`src/rtl/bus_req_bridge_pkg.sv`:
```
// Shared types for the request-stream to register-bus bridge.
package bus_bridge_pkg;
  localparam int BUS_ADDR_W = 16;
  localparam int BUS_DATA_W = 16;

  typedef enum logic [1:0] {IDLE, ISSUE, HOLD, RESP} state_t;

  typedef struct packed {
    logic                  write;
    logic [BUS_ADDR_W-1:0] addr;
    logic [BUS_DATA_W-1:0] wdata;
  } bus_cmd_t;
endpackage

```
`src/rtl/bus_req_bridge_if.sv`:
```
// Request, response and register-bus signals of the bridge; master = bridge side.
interface bus_req_bridge_if;
  import bus_bridge_pkg::*;

  logic                  req_valid;
  logic                  req_ready;
  logic                  req_write;
  logic [BUS_ADDR_W-1:0] req_addr;
  logic [BUS_DATA_W-1:0] req_wdata;
  logic                  rsp_valid;
  logic                  rsp_ready;
  logic                  rsp_write;
  logic [BUS_DATA_W-1:0] rsp_rdata;
  logic                  bus_cmd_valid;
  logic                  bus_op;
  logic [BUS_ADDR_W-1:0] bus_addr;
  logic [BUS_DATA_W-1:0] bus_wr_data;
  logic [BUS_DATA_W-1:0] bus_rd_data;

  modport master (
    input  req_valid, req_write, req_addr, req_wdata, rsp_ready, bus_rd_data,
    output req_ready, rsp_valid, rsp_write, rsp_rdata,
           bus_cmd_valid, bus_op, bus_addr, bus_wr_data
  );

  modport slave (
    output req_valid, req_write, req_addr, req_wdata, rsp_ready, bus_rd_data,
    input  req_ready, rsp_valid, rsp_write, rsp_rdata,
           bus_cmd_valid, bus_op, bus_addr, bus_wr_data
  );
endinterface

```
`src/rtl/bus_req_bridge_sync_fifo.sv`:
```
// Synchronous command FIFO with occupancy count; read data is the current head.
module sync_fifo #(
  parameter int DEPTH = 4,
  parameter int WIDTH = 33
) (
  input  logic                       clk,
  input  logic                       rst_n,
  input  logic                       push,
  input  logic                       pop,
  input  logic [WIDTH-1:0]           wr_data,
  output logic [WIDTH-1:0]           rd_data,
  output logic                       full,
  output logic                       empty,
  output logic [$clog2(DEPTH+1)-1:0] count
);
  localparam int PTR_W = $clog2(DEPTH);
  localparam int CNT_W = $clog2(DEPTH+1);

  logic [WIDTH-1:0] mem [DEPTH];
  logic [PTR_W-1:0] wr_ptr, rd_ptr;
  logic [CNT_W-1:0] cnt;
  logic             do_push, do_pop;

  assign full    = (cnt == CNT_W'(DEPTH));
  assign empty   = (cnt == '0);
  assign count   = cnt;
  assign rd_data = mem[rd_ptr];
  assign do_push = push && !full;
  assign do_pop  = pop && !empty;

  always_ff @(posedge clk) begin
    if (!rst_n) begin
      wr_ptr <= '0;
      rd_ptr <= '0;
      cnt    <= '0;
    end else begin
      if (do_push) wr_ptr <= wr_ptr + PTR_W'(1);
      if (do_pop)  rd_ptr <= rd_ptr + PTR_W'(1);
      case ({do_push, do_pop})
        2'b10:   cnt <= cnt + CNT_W'(1);
        2'b01:   cnt <= cnt - CNT_W'(1);
        default: cnt <= cnt;
      endcase
    end
  end

  // Storage is not reset; pointers and count define what is valid.
  always_ff @(posedge clk) begin
    if (do_push) mem[wr_ptr] <= wr_data;
  end
endmodule

```
`src/rtl/bus_req_bridge.sv`:
```
// Bus master: buffers valid/ready requests and issues them one at a time on the register bus.
//   state | meaning
//   IDLE  | waiting for a queued command; pops head into the bus registers
//   ISSUE | bus strobe cycle; writes and register reads complete here
//   HOLD  | second strobe cycle for RAM reads; read data sampled here
//   RESP  | response presented until rsp_ready
module bus_req_bridge
  import bus_bridge_pkg::*;
#(
  parameter int                    DEPTH    = 4,
  parameter logic [BUS_ADDR_W-1:0] RAM_BASE = 16'h0500
) (
  input  logic                       clk,
  input  logic                       rst_n,
  bus_req_bridge_if.master           bif,
  output logic [$clog2(DEPTH+1)-1:0] cmd_cnt
);
  localparam int CNT_W = $clog2(DEPTH+1);

  state_t                state, state_nxt;
  bus_cmd_t              wr_cmd, head;
  logic                  push, pop, fifo_full, fifo_empty;
  logic [CNT_W-1:0]      fifo_cnt, cnt_nxt;
  logic                  req_ready_q;
  logic                  cmd_valid_q, cmd_valid_nxt;
  logic                  bus_op_q;
  logic [BUS_ADDR_W-1:0] bus_addr_q;
  logic [BUS_DATA_W-1:0] bus_wr_data_q;
  logic                  rsp_valid_q, rsp_valid_nxt;
  logic                  rsp_write_q, rsp_write_nxt;
  logic [BUS_DATA_W-1:0] rsp_rdata_q, rsp_rdata_nxt;

  assign push   = bif.req_valid && req_ready_q;
  assign wr_cmd = '{write: bif.req_write, addr: bif.req_addr, wdata: bif.req_wdata};

  sync_fifo #(.DEPTH(DEPTH), .WIDTH($bits(bus_cmd_t))) u_fifo (
    .clk     (clk),
    .rst_n   (rst_n),
    .push    (push),
    .pop     (pop),
    .wr_data (wr_cmd),
    .rd_data (head),
    .full    (fifo_full),
    .empty   (fifo_empty),
    .count   (fifo_cnt)
  );

  // req_ready is registered from the next occupancy so it is 0 throughout reset.
  always_comb begin
    cnt_nxt = fifo_cnt;
    if (push && !pop)      cnt_nxt = fifo_cnt + CNT_W'(1);
    else if (!push && pop) cnt_nxt = fifo_cnt - CNT_W'(1);
  end

  always_comb begin
    state_nxt     = state;
    pop           = 1'b0;
    cmd_valid_nxt = 1'b0;
    rsp_valid_nxt = rsp_valid_q;
    rsp_write_nxt = rsp_write_q;
    rsp_rdata_nxt = rsp_rdata_q;
    case (state)
      IDLE: begin
        if (!fifo_empty) begin
          pop           = 1'b1;
          cmd_valid_nxt = 1'b1;
          state_nxt     = ISSUE;
        end
      end
      ISSUE: begin
        if (bus_op_q) begin
          rsp_valid_nxt = 1'b1;
          rsp_write_nxt = 1'b1;
          rsp_rdata_nxt = '0;
          state_nxt     = RESP;
        end else if (bus_addr_q < RAM_BASE) begin
          rsp_valid_nxt = 1'b1;
          rsp_write_nxt = 1'b0;
          rsp_rdata_nxt = bif.bus_rd_data;
          state_nxt     = RESP;
        end else begin
          cmd_valid_nxt = 1'b1;
          state_nxt     = HOLD;
        end
      end
      HOLD: begin
        rsp_valid_nxt = 1'b1;
        rsp_write_nxt = 1'b0;
        rsp_rdata_nxt = bif.bus_rd_data;
        state_nxt     = RESP;
      end
      RESP: begin
        if (bif.rsp_ready) begin
          rsp_valid_nxt = 1'b0;
          state_nxt     = IDLE;
        end
      end
      default: state_nxt = IDLE;
    endcase
  end

  always_ff @(posedge clk) begin
    if (!rst_n) begin
      state         <= IDLE;
      req_ready_q   <= 1'b0;
      cmd_valid_q   <= 1'b0;
      bus_op_q      <= 1'b0;
      bus_addr_q    <= '0;
      bus_wr_data_q <= '0;
      rsp_valid_q   <= 1'b0;
      rsp_write_q   <= 1'b0;
      rsp_rdata_q   <= '0;
    end else begin
      state       <= state_nxt;
      req_ready_q <= (cnt_nxt != CNT_W'(DEPTH));
      cmd_valid_q <= cmd_valid_nxt;
      if (pop) begin
        bus_op_q      <= head.write;
        bus_addr_q    <= head.addr;
        bus_wr_data_q <= head.wdata;
      end
      rsp_valid_q <= rsp_valid_nxt;
      rsp_write_q <= rsp_write_nxt;
      rsp_rdata_q <= rsp_rdata_nxt;
    end
  end

  assign bif.req_ready     = req_ready_q;
  assign bif.bus_cmd_valid = cmd_valid_q;
  assign bif.bus_op        = bus_op_q;
  assign bif.bus_addr      = bus_addr_q;
  assign bif.bus_wr_data   = bus_wr_data_q;
  assign bif.rsp_valid     = rsp_valid_q;
  assign bif.rsp_write     = rsp_write_q;
  assign bif.rsp_rdata     = rsp_rdata_q;
  assign cmd_cnt           = fifo_cnt;
endmodule

```
`src/flat_wrapper.sv`:
```
// flat-port wrapper written by rule: the top's interface ports become plain ports
module bus_req_bridge_flat import bus_bridge_pkg::*;
#(
  parameter int                    DEPTH    = 4,
  parameter logic [BUS_ADDR_W-1:0] RAM_BASE = 16'h0500
)
  (clk, rst_n, cmd_cnt, bif_req_valid, bif_req_write, bif_req_addr, bif_req_wdata, bif_rsp_ready, bif_bus_rd_data, bif_req_ready, bif_rsp_valid, bif_rsp_write, bif_rsp_rdata, bif_bus_cmd_valid, bif_bus_op, bif_bus_addr, bif_bus_wr_data);
  bus_req_bridge_if bif_i ();
  input  logic clk;
  input  logic rst_n;
  output logic [$clog2(DEPTH+1)-1:0] cmd_cnt;
  input wire logic [$bits(bif_i.req_valid)-1:0] bif_req_valid;
  input wire logic [$bits(bif_i.req_write)-1:0] bif_req_write;
  input wire logic [$bits(bif_i.req_addr)-1:0] bif_req_addr;
  input wire logic [$bits(bif_i.req_wdata)-1:0] bif_req_wdata;
  input wire logic [$bits(bif_i.rsp_ready)-1:0] bif_rsp_ready;
  input wire logic [$bits(bif_i.bus_rd_data)-1:0] bif_bus_rd_data;
  output wire logic [$bits(bif_i.req_ready)-1:0] bif_req_ready;
  output wire logic [$bits(bif_i.rsp_valid)-1:0] bif_rsp_valid;
  output wire logic [$bits(bif_i.rsp_write)-1:0] bif_rsp_write;
  output wire logic [$bits(bif_i.rsp_rdata)-1:0] bif_rsp_rdata;
  output wire logic [$bits(bif_i.bus_cmd_valid)-1:0] bif_bus_cmd_valid;
  output wire logic [$bits(bif_i.bus_op)-1:0] bif_bus_op;
  output wire logic [$bits(bif_i.bus_addr)-1:0] bif_bus_addr;
  output wire logic [$bits(bif_i.bus_wr_data)-1:0] bif_bus_wr_data;
  assign bif_i.req_valid = bif_req_valid;
  assign bif_i.req_write = bif_req_write;
  assign bif_i.req_addr = bif_req_addr;
  assign bif_i.req_wdata = bif_req_wdata;
  assign bif_i.rsp_ready = bif_rsp_ready;
  assign bif_i.bus_rd_data = bif_bus_rd_data;
  assign bif_req_ready = bif_i.req_ready;
  assign bif_rsp_valid = bif_i.rsp_valid;
  assign bif_rsp_write = bif_i.rsp_write;
  assign bif_rsp_rdata = bif_i.rsp_rdata;
  assign bif_bus_cmd_valid = bif_i.bus_cmd_valid;
  assign bif_bus_op = bif_i.bus_op;
  assign bif_bus_addr = bif_i.bus_addr;
  assign bif_bus_wr_data = bif_i.bus_wr_data;
  bus_req_bridge #(.DEPTH(DEPTH), .RAM_BASE(RAM_BASE)) u_core (.clk(clk), .rst_n(rst_n), .bif(bif_i), .cmd_cnt(cmd_cnt));
endmodule
```
`config.mk`:
```
export PLATFORM = sky130hd
export DESIGN_NAME = bus_req_bridge_flat
export DESIGN_NICKNAME = d
export VERILOG_FILES = /design/src/rtl/bus_req_bridge_pkg.sv /design/src/rtl/bus_req_bridge_if.sv /design/src/rtl/bus_req_bridge_sync_fifo.sv /design/src/rtl/bus_req_bridge.sv /design/src/flat_wrapper.sv
export SDC_FILE = /design/constraint.sdc
export NUM_CORES = 1
export LEC_CHECK = 0
export BUFFER_PORTS_ARGS = -buffer_cell sky130_fd_sc_hd__buf_2
export CORE_UTILIZATION = 56
export CTS_CLUSTER_DIAMETER = 50
export DETAILED_ROUTE_END_ITERATION = 10
export PLACE_DENSITY = 0.79
export SYNTH_ARGS = -nofsm -noshare
export SYNTH_HDL_FRONTEND = slang
export SYNTH_SLANG_ARGS = --single-unit
```
`constraint.sdc`:
```
create_clock -name clk -period 2.5 [get_ports clk]
set_input_delay 0.25 -clock clk [delete_from_list [all_inputs] [get_ports clk]]
set_output_delay 0.25 -clock clk [all_outputs]
set_load 0.02 [all_outputs]
```
Word-level counts from Yosys, hierarchy flattened:

Memory sizes are Yosys's and may differ from the RTL's. A register that Yosys moved wholly into a read port is not among the register bits.
Index checks and enable logic that the tools add are counted.

* flip-flop bits (word level): 29
* bits in writable memories: 132
* output and inout port bits: 56
* memories kept: 1

* add/sub/neg operators: 4
* order comparisons: 1
* eq/ne operators: 10
* multiplexer cells: 25
* reduce and logical (&&, ||, !) cells: 18

Memory list
* u_core.u_fifo.mem: words 4, bits a word 33, read ports 1, clocked after Yosys merged registers in 1, wr ports 1, RTL line bus_req_bridge_sync_fifo.sv:19 `logic [WIDTH-1:0] mem [DEPTH];`

Operators by type and width (count)
* 2-to-1 mux 16 bit: 2
* one-hot mux 16 bit (2 select lines): 1
* < comparator 16 x 11 -> 1 bit (second input constant): 1
* 2-to-1 mux 1 bit: 12
* one-hot mux 2 bit (4 select lines): 1
* == test 2 bit (second input constant): 3
* 2-to-1 mux 2 bit: 3
* 2-to-1 mux 3 bit: 2
* one-hot mux 3 bit (2 select lines): 1
* logical AND 1 bit: 5
* logical NOT 1 bit: 5
* adder 2 x 1 -> 2 bit (second input constant): 2
* == test 2 x 1 -> 1 bit (second input constant): 2
* inequality test 2 bit (second input constant): 2
* one-hot mux 1 bit (2 select lines): 2
* AND reduction 2 bit: 2
* nonzero test 2 bit: 2
* adder 3 x 1 -> 3 bit (second input constant): 1
* == test 3 bit (second input constant): 1
* logical NOT 3 bit: 1
* inequality test 3 x 1 -> 1 bit (second input constant): 1
* inequality test 3 bit (second input constant): 1
* one-hot mux 1 bit (3 select lines): 1
* AND reduction 3 bit: 1
* 3 further kinds: 3

Longest topological paths before layout:

Gate-level depths: netlist (run 1).

* depth after elaboration: 7
* gate-level depth with buffers: 10
* mapped depth without buffers: 9

Cells and area by module:

From an unflattened synthesis (run 1), not the netlist that was laid out.

* cell total of the unflattened synthesis: 495
* area, all modules: 7664.9 µm²

Modules (own cells, without submodules)
* sync_fifo: instances 1, cells an instance 227, area an instance 5291.3 µm², sequential area each 4144.0 µm²
* bus_req_bridge: instances 1, cells an instance 268, area an instance 2373.5 µm², sequential area each 1101.1 µm²

Worst setup path before layout (run 1):

OpenSTA, ideal clock, no wires.

* path type: register to register
* start point: reg u_core.u_fifo.cnt[0] (netlist: u_core.u_fifo.count[0])
* end point: mem u_core.u_fifo.mem[1][0], enable pin
* setup time: 393 ps
* arrival time: 2097 ps
* required time: 2107 ps
* slack: 10 ps
* stages on the path, launching flop included: 5
* path buffers: 0
* clock period less this slack: 2490 ps
* cells stage by stage: dfxtp_1 > inv_1 > ha_1 > a21oi_1 > and2_1

* word-level cells in the longest chain between the ends: 5

RTL lines
* from (decl): RTL line bus_req_bridge_sync_fifo.sv:21 `logic [CNT_W-1:0] cnt;`
* from (signal assigned): RTL line bus_req_bridge_sync_fifo.sv:40 `2'b10: cnt <= cnt + CNT_W'(1);`
* from (signal assigned): RTL line bus_req_bridge_sync_fifo.sv:41 `2'b01: cnt <= cnt - CNT_W'(1);`
* from (signal assigned): RTL line bus_req_bridge_sync_fifo.sv:42 `default: cnt <= cnt;`
* == test 3 bit: RTL line bus_req_bridge_sync_fifo.sv:24 `assign full = (cnt == CNT_W'(DEPTH));`
* logical NOT 1 bit: RTL line bus_req_bridge_sync_fifo.sv:28 `assign do_push = push && !full;`
* logical AND 1 bit: RTL line bus_req_bridge_sync_fifo.sv:28
* 2-to-1 mux 1 bit: RTL line bus_req_bridge_sync_fifo.sv:49 `if (do_push) mem[wr_ptr] <= wr_data;`
* 2-to-1 mux 1 bit (implied by the code): RTL line bus_req_bridge_sync_fifo.sv:49
* to (decl): RTL line bus_req_bridge_sync_fifo.sv:19

No other way between the ends.

Worst setup path after layout (run 1):

* start point: reg u_core.u_fifo.cnt[0] (netlist: u_core.u_fifo.count[0])
* end point: reg u_core.u_fifo.cnt[2] (netlist: u_core.u_fifo.count[2])

* word-level cells in the longest chain between the ends: 6
* elaborated cells on any way between the ends: 14
* classes of those cells: add/sub (2); eq/ne (3); mux (3); reduce/logical (6)

RTL lines
* logical NOT 3 bit: RTL line bus_req_bridge_sync_fifo.sv:25 `assign empty = (cnt == '0);`
* 2-to-1 mux 1 bit: RTL line bus_req_bridge.sv:64 `if (!fifo_empty) begin`
* 2-to-1 mux 1 bit: RTL line bus_req_bridge.sv:62 `case (state)`
* logical AND 1 bit: RTL line bus_req_bridge_sync_fifo.sv:29 `assign do_pop = pop && !empty;`
* == test 2 x 1 -> 1 bit / == test 2 bit (equally long branches): RTL line bus_req_bridge_sync_fifo.sv:39 `case ({do_push, do_pop})`
* one-hot mux 3 bit (2 select lines) / nonzero test 2 bit (equally long branches)

Parallel ways exist; a longest one is shown, timed or not.
A chain may end at the register's enable or synchronous reset.

==> results of run 1 <==
## power by group through the flow
stage,clock [mW],combinational [mW],sequential (mW)
after floorplan,0,1.72,4.78
after global placement,0,2.97,4.35
after detailed placement,0,3.04,4.39
after CTS,2.78,3.06,4.33
after global routing,2.91,3.30,4.39
final,2.74,3.02,4.32
## per-layer routing
metal / share of wire, % / global-route usage [%] / routed length (µm)
met5: 0 / 0 / 0
met3: 7.4 / 7.680 / 1015
met4: 1.9 / 7.863 / 255
met1: 40 / 26.26 / 5519
met2: 51 / 37.48 / 6987
## synth_stat cells, drive strengths merged (2+ instances only)
cell and number:
buf 10, a211oi 2, nor3 2, xor2 4, and2 4, edfxtp 132
clkbuf 13, xnor2 3, nor3b 2, nor2 7, mux2i 19, dfxtp 62
nand2 102, a21oi 40, nand3 3, inv 13, mux4 33, ha 13
o21ai 2
## stage by stage
stage,std cells,power (mW),hold slack (ns),cell area [µm²],setup slack [ns]
after detailed placement,751,7.431,0.4471,8140,0.4429
after floorplan,479,6.497,0.3489,7338,0.01019
after global routing,783,10.60,0.004414,8733,0.2394
after global placement,751,7.319,0.4409,8140,0.5206
after CTS,783,10.17,0.01407,8733,0.4105
final,783,10.07,0.03153,8733,0.4129
## sequential cells by signal, summed over array words and instances, names as in the netlist
signal	flops
u_core.u_fifo.count	3
u_core.bif.rsp_rdata	16
u_core.u_fifo.rd_ptr	2
u_core.bif.bus_op	1
u_core.u_fifo.mem	132
u_core.bif.rsp_write	1
u_core.bif.bus_wr_data	16
u_core.bif.rsp_valid	1
u_core.bif.bus_addr	16
u_core.state	2
u_core.bif.bus_cmd_valid	1
u_core.u_fifo.wr_ptr	2
u_core.bif.req_ready	1
## final timing paths
path                                               start  slack [ns]                                      to
hold reg to reg   u_core.bif.bus_wr_data[6]$_SDFFE_PN0P_        0.45  u_core.bif.bus_wr_data[6]$_SDFFE_PN0P_
setup / recovery     u_core.u_fifo.count[0]$_SDFFE_PN0P_        0.41     u_core.u_fifo.count[2]$_SDFFE_PN0P_
hold / removal                         bif_req_wdata[13]        0.03      u_core.u_fifo.mem[1][13]$_DFFE_PP_
setup reg to reg     u_core.u_fifo.count[0]$_SDFFE_PN0P_        0.41     u_core.u_fifo.count[2]$_SDFFE_PN0P_
## cells by family (layout without fill, tap and decap cells)
| logic type | count (synthesis) | in the layout | share of synthesized area [%] |
|---|---|---|---|
| AOI/OAI and AO/OA | 50 | 50 | 4.041 |
| and+or+nand+nor | 127 | 127 | 7.247 |
| adders and majority gates | 13 | 13 | 2.217 |
| muxes | 52 | 52 | 12.72 |
| DFF | 194 | 194 | 70.93 |
| xor gates and xnor gates | 7 | 7 | 0.8355 |
| buffers and inverters | 36 | 168 | 2.012 |
## layout make-up
class	count	area, µm²
Sequential cell	194	5207
Tap cell	172	215.2
Clock inverter	10	148.9
Clock buffer	22	444.2
Multi-Input combinational cell	249	1991
Inverter	13	48.80
Timing Repair Buffer	123	678.2
Fill cell	901	3989
==> run metrics, run 1 <==
area added between synthesis and finish 19.01%; CTS tree done; DRC viols 0; Main synth FF type edfxtp_1; r2r worst-path depth 8; Syn Std Cell Area 0.007338 mm²; fin nets 664; NetSw 3.267 mW; Final Hold Vio Count 0; Post-synth EDFFs 132; Starting Density 57.68%; Gate power share 29.9%; number of global-route vias before repair 4186; placed wire-length estimate 8.625 mm; Max Cap Viol 0; number of stages on the worst setup path 8; Slew @ Worst Pin 0.4623 ns; first-pass GRT wire length 21.46 mm; Critical Path AT 2.44 ns; Hold Path Class primary input to flip-flop; CTS Buf Count 17; H-Tree Depth 4; leak pwr 3.298 nW; GR Util All Layers 22.10%; status completed; syn_area_per_cell 15.32 µm²; critical path fanouts, max 7; post-synthesis cell count 479; largest net degree at the start of global routing 37; vias post-DR 4275; CTS Root Cell clkbuf_16; fin. max-slew vios 0; core area 0.01272 mm²; clock power share 27.2%; flop and latch count out of synthesis 194; I/O Buffers 108; setup TNS 0 ns; Antenna Cells 0; synth warn 0; Routability Congestion 0.7316; Required @ worst endpoint 2.86 ns; worst-skew pair later-pin latency 0.43 ns; critical-path cell list inv_1 -> ha_1 -> a21oi_1 -> buf_4 -> inv_1 -> ha_1 -> or3_1 -> a21oi_1; Post-Route WL 13.78 mm; Yosys top cell area share 54.02%; Bufs and invs on worst path 3; initial antenna violation count 0; area leader, netlist edfxtp_1; Routed Antenna Nets 0; CP Class flip-flop to flip-flop; Starting DRT DRC Count 248; switching share of total power 32.43%; PostCTS Resize Cnt 0; Tmin final 2.087 ns; Cell variety after synth 36; Post CTS Setup Buffer Count 0; Rows 41; Hold Buf Count CTS 0; clk buf depth 2; RSZ-0062 raised after global routing false; Peak VDD IR 859.5 µV; fin util 68.65%; max_slew headroom 69.14%; endpoint class of the critical path flip-flop; Die X 116.5 µm; ranking of synthesized cells by area edfxtp_1, dfxtp_1, mux4_2; Setup Viol. Count Final 0; critical path's top delay family adder cells; # IOs 109; clk slew on worst S/H paths 0.07 ns; Int Pwr 6.807 mW; syn_nets 545; commonest non-fill, non-tap cells in the layout edfxtp_1, buf_2, nand2_1, dfxtp_1, a21oi_1; post-DR vias/cell 5.460; sequential share of power 42.9%; Detailed Routing Iterations Pass 1 5; hold path depth 1; die height 116.5 µm; max frequency 479.1 MHz; pwr dens 1153 mW/mm²; Startpoint Class flip-flop; Total Die Area 0.01357 mm²; Crit-path slowest cell dfxtp_1; clk sink count 194; commonest non-fill, non-tap cell in the layout edfxtp_1; GR Overflow Total 0; sequential element share of the synthesized area 70.93%; Clock Skews 0.006390 ns; fraction of layout cells with a size suffix above 1 31.91%; CP max stage delay 0.42 ns; final period utilization 83.48%; Async SR Flop Fraction 0%; DR WL/cell 17.60 µm
(Power assumes the default switching activity.)
==> run 2, diff against run 1 <==
- ABC_AREA: unset -> 1
- CORE_UTILIZATION: 56 -> 57
- clock period: 2.5 -> 2.1 ns (I/O delays scaled with it)
==> run 2 against run 1 <==
  * Synthesized cell count rose by 48%
  * Clock skew rose by 0.0059 ns
  * Clock power rose by 16%
  * Global-route usage rose by 2.1 points
  * Count of clock-buffer cells in the layout fell by 2
  * Synthesized area rose by 3.9%
  * Combinational power rose by 64%
  * Worst hold slack got worse by 0.010 ns
  * Final cell count rose by 32%
  * Critical path depth did not move
  * Critical path type unchanged
  * Critical endpoint is now u_core.u_fifo.count[1]$_SDFFE_PN0P_
==> run metrics, run 2 <==
status completed; PostCTS Resize Cnt 0 (unchanged); fin nets 914 (+38%); pwr dens 1436 mW/mm² (+25%); post-synthesis compound-gate area fraction 12.04% (+8.0 points); Die X 117.7 µm (+1.0%); synth warn 0 (unchanged); area leader, netlist edfxtp_1; max_slew headroom 58.83% (-10 points); Fill cells 908 (+0.78%); Multi-input gate area 0.001973 mm² (-0.88%); Startpoint Class flip-flop; Post-DP Area 0.008421 mm² (+3.4%); Adder-Cell Fraction of Synth Area 2.133% (-0.084 points); clk buf depth 2 (unchanged); number of global-route vias before repair 5459 (+30%); Final Hold Vio Count 0 (unchanged); ranking of synthesized cells by area edfxtp_1, dfxtp_1, nor2_1; CP max stage delay 0.39 ns (-0.03 ns); placed wire-length estimate 10.30 mm (+19%); design area 0.009308 mm² (+6.6%); setup TNS 0 ns (unchanged); Starting Density 59.46% (+1.8 points); dpl cells 971 (+29%); Post-Route WL 16.20 mm (+18%); initial antenna violation count 0 (unchanged); first-pass GRT wire length 25.99 mm (+21%); CTS tree done; worst-skew pair later-pin latency 0.43 ns (about the same); Rows 41 (unchanged); H-Tree Depth 4 (unchanged); syn_area_per_cell 10.73 µm² (-30%); die height 117.7 µm (+1.0%); Required @ worst endpoint 2.48 ns (-0.38 ns); CP Class flip-flop to flip-flop; count leader, synth nor2_1; commonest non-fill, non-tap cells in the layout nor2_1, edfxtp_1, buf_2, o21ai_0, inv_1; Tmin final 1.914 ns (-0.1727 ns); CTS Buf Count 17 (unchanged); largest family of logic cells by synthesized area compound AO/OA/AOI/OAI gates; Top reg by flops u_core.u_fifo.mem; Crit-path slowest cell ha_1; I/O Buffers 108 (unchanged); fraction of layout cells with a size suffix above 1 20.21% (-12 points); clk sink count 194 (unchanged); simple-gate share of the synthesized area 10.73% (+3.5 points); Synth top cells by count nor2_1, edfxtp_1, o21ai_0, inv_1, dfxtp_1; RSZ-0062 raised after global routing false; DRC viols 0 (unchanged); Routability Congestion 0.8458 (+16%); flop and latch count out of synthesis 194 (unchanged); Detailed Routing Iterations Pass 1 7 (+2); Async SR Flop Fraction 0% (unchanged); Starting DRT DRC Count 400 (+61%); Synth Area in XOR/XNOR 0.5742% (-0.26 points); Hold Path Class primary input to flip-flop; mux cell area share after synthesis 0% (-13 points); final period utilization 91.16% (+7.7 points); Main synth FF type edfxtp_1; fin. max-slew vios 0 (unchanged); max FFs per register 132 (unchanged); max frequency 522.4 MHz (+9.0%); Post CTS Setup Buffer Count 0 (unchanged); Cell variety after synth 25 (-31%); core area 0.01282 mm² (+0.81%); register area 0.005207 mm² (unchanged); area added between synthesis and finish 22.05%; syn_nets 777 (+43%); post-synthesis cell count 711 (+48%); post-DR vias/cell 5.350 (-2.0%); vias post-DR 5527 (+29%); Post-synth EDFFs 132 (unchanged); critical-path cell list inv_1 -> ha_1 -> a21oi_1 -> inv_2 -> ha_1 -> a21oi_1 -> o21ai_0 -> inv_1; Slew @ Worst Pin 0.6169 ns (+0.1547 ns); DR WL/cell 15.68 µm (-11%); Pwr Total 13.37 mW (+33%); endpoint class of the critical path flip-flop; Clock Skews 0.01233 ns (+0.005939 ns); Max Cap Viol 0 (unchanged); non-filler cells in the finished layout 1033 (+32%); Peak VDD IR 848.2 µV (-1.3%); Setup Viol. Count Final 0 (unchanged); Routed Antenna Nets 0 (unchanged); Critical Path AT 2.29 ns (-0.15 ns); Yosys top cell area share 51.98% (-2.0 points); Bufs and invs on worst path 3 (unchanged); GR Overflow Total 0 (unchanged); leak pwr 3.903 nW (+18%); clk slew on worst S/H paths 0.07 ns (about the same); Total Die Area 0.01385 mm² (+2.1%); CTS Root Cell clkbuf_16; Antenna Cells 0 (unchanged); critical path's top delay family adder cells; critical path fanouts, max 7 (unchanged); commonest non-fill, non-tap cell in the layout nor2_1; GR Util All Layers 24.21% (+2.1 points); Hold Buf Count CTS 30 (+30); Syn Std Cell Area 0.007626 mm² (+3.9%); largest net degree at the start of global routing 40 (+8.1%); sequential element share of the synthesized area 68.25% (-2.7 points); # IOs 109 (unchanged)
[run 2: changes by cell type in the layout (fill, tap and decap cells not counted), moves of 19 or more]
| cell | change |
|---|---|
| o22ai_1 | +34 |
| mux2i_1 | -19 |
| nand2_1 | -90 |
| o21ai_0 | +102 |
| dlygate4sd3_1 | +30 |
| inv_1 | +61 |
| nor2_1 | +177 |
| o21ai_1 | +21 |
| mux4_2 | -33 |
| a21oi_1 | -24 |
[run 2: cells by family after synthesis]
logic type,count (synthesis)
adders and majority gates,13
and+or+nand+nor,210
xor gates and xnor gates,5
DFF,194
buffers and inverters,114
AOI/OAI and AO/OA,175
[run 2: cell type report]
cell class	count	share of cell area, %
inverters	77	3.159
well taps	172	2.312
clock buffers	20	5.028
flip-flops and latches	194	55.95
repair buffers	155	11.08
multi-input cells	403	21.20
clock inverters	12	1.277
[run 2: final timing paths]
kind / slack [ns] / endpoint / cells after the start / start
worst max-delay path: 0.19 / u_core.u_fifo.count[1]$_SDFFE_PN0P_ / 8 / u_core.u_fifo.count[0]$_SDFFE_PN0P_
worst min register to register: 0.49 / u_core.bif.rsp_rdata[2]$_SDFFE_PN0P_ / 2 / u_core.bif.rsp_rdata[2]$_SDFFE_PN0P_
worst max register to register: 0.19 / u_core.u_fifo.count[1]$_SDFFE_PN0P_ / 8 / u_core.u_fifo.count[0]$_SDFFE_PN0P_
worst min-delay path: 0.02 / u_core.u_fifo.mem[0][13]$_DFFE_PP_ / 1 / bif_req_wdata[13]
[run 2: power by group]
group / internal (mW) / leakage [nW] / total (mW) / switching [mW]
clock: 1.76 / 0.278 / 3.17 / 1.41
sequential: 4.85 / 1.71 / 5.23 / 0.382
combinational: 1.60 / 1.92 / 4.96 / 3.36
total: 8.22 / 3.90 / 13.4 / 5.15
[run 2: metal layers]
layer  vias to the layer above  track usage (%)  routed length [µm]
li1                       2670                -                   -
met1                      2628            29.34                6788
met2                       217            42.32                8248
met3                        12            4.990                1018
met4                         0            9.375                 145
met5                         -                0                   0
[run 2: per-stage QoR]
stage | utilization (%) | worst slack, ns | hold WS (ns)
2_1_floorplan | - | 0.003198 | 0.3089
3_3_place_gp | 65.66 | 0.3177 | 0.4210
3_5_place_dp | 65.66 | 0.2296 | 0.4294
4_1_cts | 72.58 | 0.2091 | 0.0001427
5_1_grt | 72.58 | 0.04065 | 0.008430
6_report | 72.58 | 0.1857 | 0.02152
[run 2: worst reg2reg max path: stages (launching register included)]
cell     delay, ns
dfxtp_2       0.38
inv_1         0.09
ha_1          0.23
a21oi_1       0.25
inv_2         0.17
ha_1          0.40
a21oi_1       0.17
o21ai_0       0.11
inv_1         0.06
==> run 3, diff against run 2 <==
- CTS_BUF_LIST: unset -> sky130_fd_sc_hd__clkbuf_4 sky130_fd_sc_hd__clkbuf_8 sky130_fd_sc_hd__clkbuf_16
- CTS_CLUSTER_SIZE: unset -> 25
==> run 3 against run 2 <==
  * Wire length rose by 0.38%
  * Combinational power about the same
  * Fmax increased by 0.77%
  * Register-to-register slack about the same
  * Critical path depth did not move
  * Non-clock buffer count unchanged
  * First-iteration DRC count shrank 0.75%
  * Final cell count stayed put
  * Core utilization about the same
  * Sequential share of layout area hardly changed
  * Sequential power is essentially flat
  * Total power is 0.16% higher
==> run metrics, run 3 (synthesis results as in run 2) <==
placed wire-length estimate 10.30 mm (unchanged); largest net degree at the start of global routing 40 (unchanged); DRC viols 0 (unchanged); fraction of layout cells with a size suffix above 1 20.33% (+0.12 points); clock power share 23.8% (about the same); critical path fanouts, max 7 (unchanged); post-DR vias/cell 5.354 (about the same); CTS Root Cell clkbuf_16; Hold Buf Count CTS 30 (unchanged); clk slew on worst S/H paths 0.07 ns (about the same); core area 0.01282 mm² (unchanged); PostCTS Resize Cnt 0 (unchanged); Routability Congestion 0.8458 (unchanged); Final Hold Vio Count 0 (unchanged); Die X 117.7 µm (unchanged); max FFs per register 132 (unchanged); die height 117.7 µm (unchanged); RSZ-0062 raised after global routing false; clk buf depth 2 (unchanged); commonest non-fill, non-tap cells in the layout nor2_1, edfxtp_1, buf_2, o21ai_0, inv_1; dpl cells 971 (unchanged); Int Pwr 8.229 mW (+0.16%); Antenna Cells 0 (unchanged); r2r worst-path depth 8 (unchanged); Starting Density 59.46% (unchanged); crit path launch u_core.u_fifo.count[0]$_SDFFE_PN0P_; worst-skew pair later-pin latency 0.44 ns (about the same); non-filler cells in the finished layout 1033 (unchanged); Post CTS Setup Buffer Count 0 (unchanged); leak pwr 3.906 nW (about the same); RR Startpoint u_core.u_fifo.count[0]$_SDFFE_PN0P_; reg2reg end u_core.u_fifo.count[1]$_SDFFE_PN0P_; Max Cap Viol 0 (unchanged); max_slew headroom 58.75% (-0.079 points); Clock Skews 0.01286 ns (+0.0005285 ns); endpoint class of the critical path flip-flop; fin util 72.60% (about the same); final period utilization 90.46% (-0.70 points); Gate power share 37.1% (about the same); GR Overflow Total 0 (unchanged); Tmin final 1.900 ns (-0.01469 ns); Starting DRT DRC Count 397 (-0.75%); Routed Antenna Nets 0 (unchanged); Hold Path Class primary input to flip-flop; setup TNS 0 ns (unchanged); clk sink count 194 (unchanged); number of global-route vias before repair 5459 (unchanged); setup slack, reg-to-reg 0.20 ns (about the same); Rows 41 (unchanged); max frequency 526.4 MHz (+0.77%); Critical Path AT 2.28 ns (about the same); initial antenna violation count 0 (unchanged); fin. max-slew vios 0 (unchanged); pwr dens 1438 mW/mm² (+0.12%); CTS Buf Count 17 (unchanged); sequential share of power 39.1% (about the same); first-pass GRT wire length 25.99 mm (unchanged); NetSw 5.159 mW (+0.16%); commonest non-fill, non-tap cell in the layout nor2_1; status completed; area added between synthesis and finish 22.10% (about the same); CP Class flip-flop to flip-flop; Required @ worst endpoint 2.48 ns (about the same); vias post-DR 5531 (+0.072%); fin nets 914 (unchanged); I/O Buffers 108 (unchanged); Post-Route WL 16.26 mm (+0.38%); Total Die Area 0.01385 mm² (unchanged); Peak VDD IR 851.7 µV (+0.42%); crit path capture u_core.u_fifo.count[1]$_SDFFE_PN0P_; CTS tree done; H-Tree Depth 4 (unchanged); DR WL/cell 15.74 µm (+0.38%); Startpoint Class flip-flop; GR Util All Layers 24.21% (unchanged); switching share of total power 38.54% (about the same); Setup Viol. Count Final 0 (unchanged); Slew @ Worst Pin 0.6181 ns (+0.001191 ns); Top reg by flops u_core.u_fifo.mem; # IOs 109 (unchanged); Detailed Routing Iterations Pass 1 5 (-2)
run 3: changes by cell type in the layout (fill, tap and decap cells not counted):
cell	before	now
clkbuf_1	1	0
clkbuf_4	0	1
run 3: metal layers:
layer	up-vias	routed length, µm	track usage [%]
met5	-	0	0
met4	0	161	9.375
met3	16	993	4.990
met2	212	8216	42.32
met1	2634	6891	29.34
li1	2669	-	-
run 3: worst min-delay path by stage:
stage | slack [ns] | from | end | depth (start not counted)
after floorplan | 0.31 | bif_req_wdata[0] | u_core.u_fifo.mem[0][0]$_DFFE_PP_ | 0
after global placement | 0.42 | bif_req_write | u_core.u_fifo.mem[3][32]$_DFFE_PP_ | 1
after detailed placement | 0.43 | bif_req_write | u_core.u_fifo.mem[3][32]$_DFFE_PP_ | 1
after CTS | 0.0001 | bif_req_wdata[13] | u_core.u_fifo.mem[1][13]$_DFFE_PP_ | 1
after global routing | 0.008 | bif_req_addr[13] | u_core.u_fifo.mem[0][29]$_DFFE_PP_ | 1
final | 0.02 | bif_req_wdata[9] | u_core.u_fifo.mem[1][9]$_DFFE_PP_ | 1
run 3: power groups by stage:
| stage | clock network [mW] | registers [mW] | logic, mW |
|---|---|---|---|
| after floorplan | 0 | 5.94 | 2.80 |
| after global placement | 0 | 5.24 | 4.65 |
| after detailed placement | 0 | 5.31 | 4.87 |
| after CTS | 3.23 | 5.23 | 4.96 |
| after global routing | 3.38 | 5.29 | 5.52 |
| final | 3.19 | 5.23 | 4.97 |
run 3: per-stage QoR:
step	hold WS [ns]	total power [mW]	worst slack [ns]	instance area [µm²]
final	0.01853	13.39	0.2004	9311
after global routing	0.008430	14.19	0.04065	9311
after CTS	0.0001427	13.42	0.2091	9311
after detailed placement	0.4294	10.18	0.2296	8421
after global placement	0.4210	9.891	0.3177	8421
after floorplan	0.3089	8.735	0.003198	7657
run 3: layout make-up:
type | count | area [µm²]
clock inverters | 12 | 118.9
flip-flops and latches | 194 | 5207
inverters | 77 | 294.0
multi-input cells | 403 | 1973
clock buffers | 20 | 471.7
repair buffers | 155 | 1031
well taps | 172 | 215.2
fillers | 908 | 3513
run 3: worst max-delay path, cell delays in order, from the launching register on:
cell and delay [ns]:
dfxtp_2 0.38, inv_1 0.09, ha_1 0.23, a21oi_1 0.25, inv_2 0.17, ha_1 0.40, a21oi_1 0.16, o21ai_0 0.10
inv_1 0.06
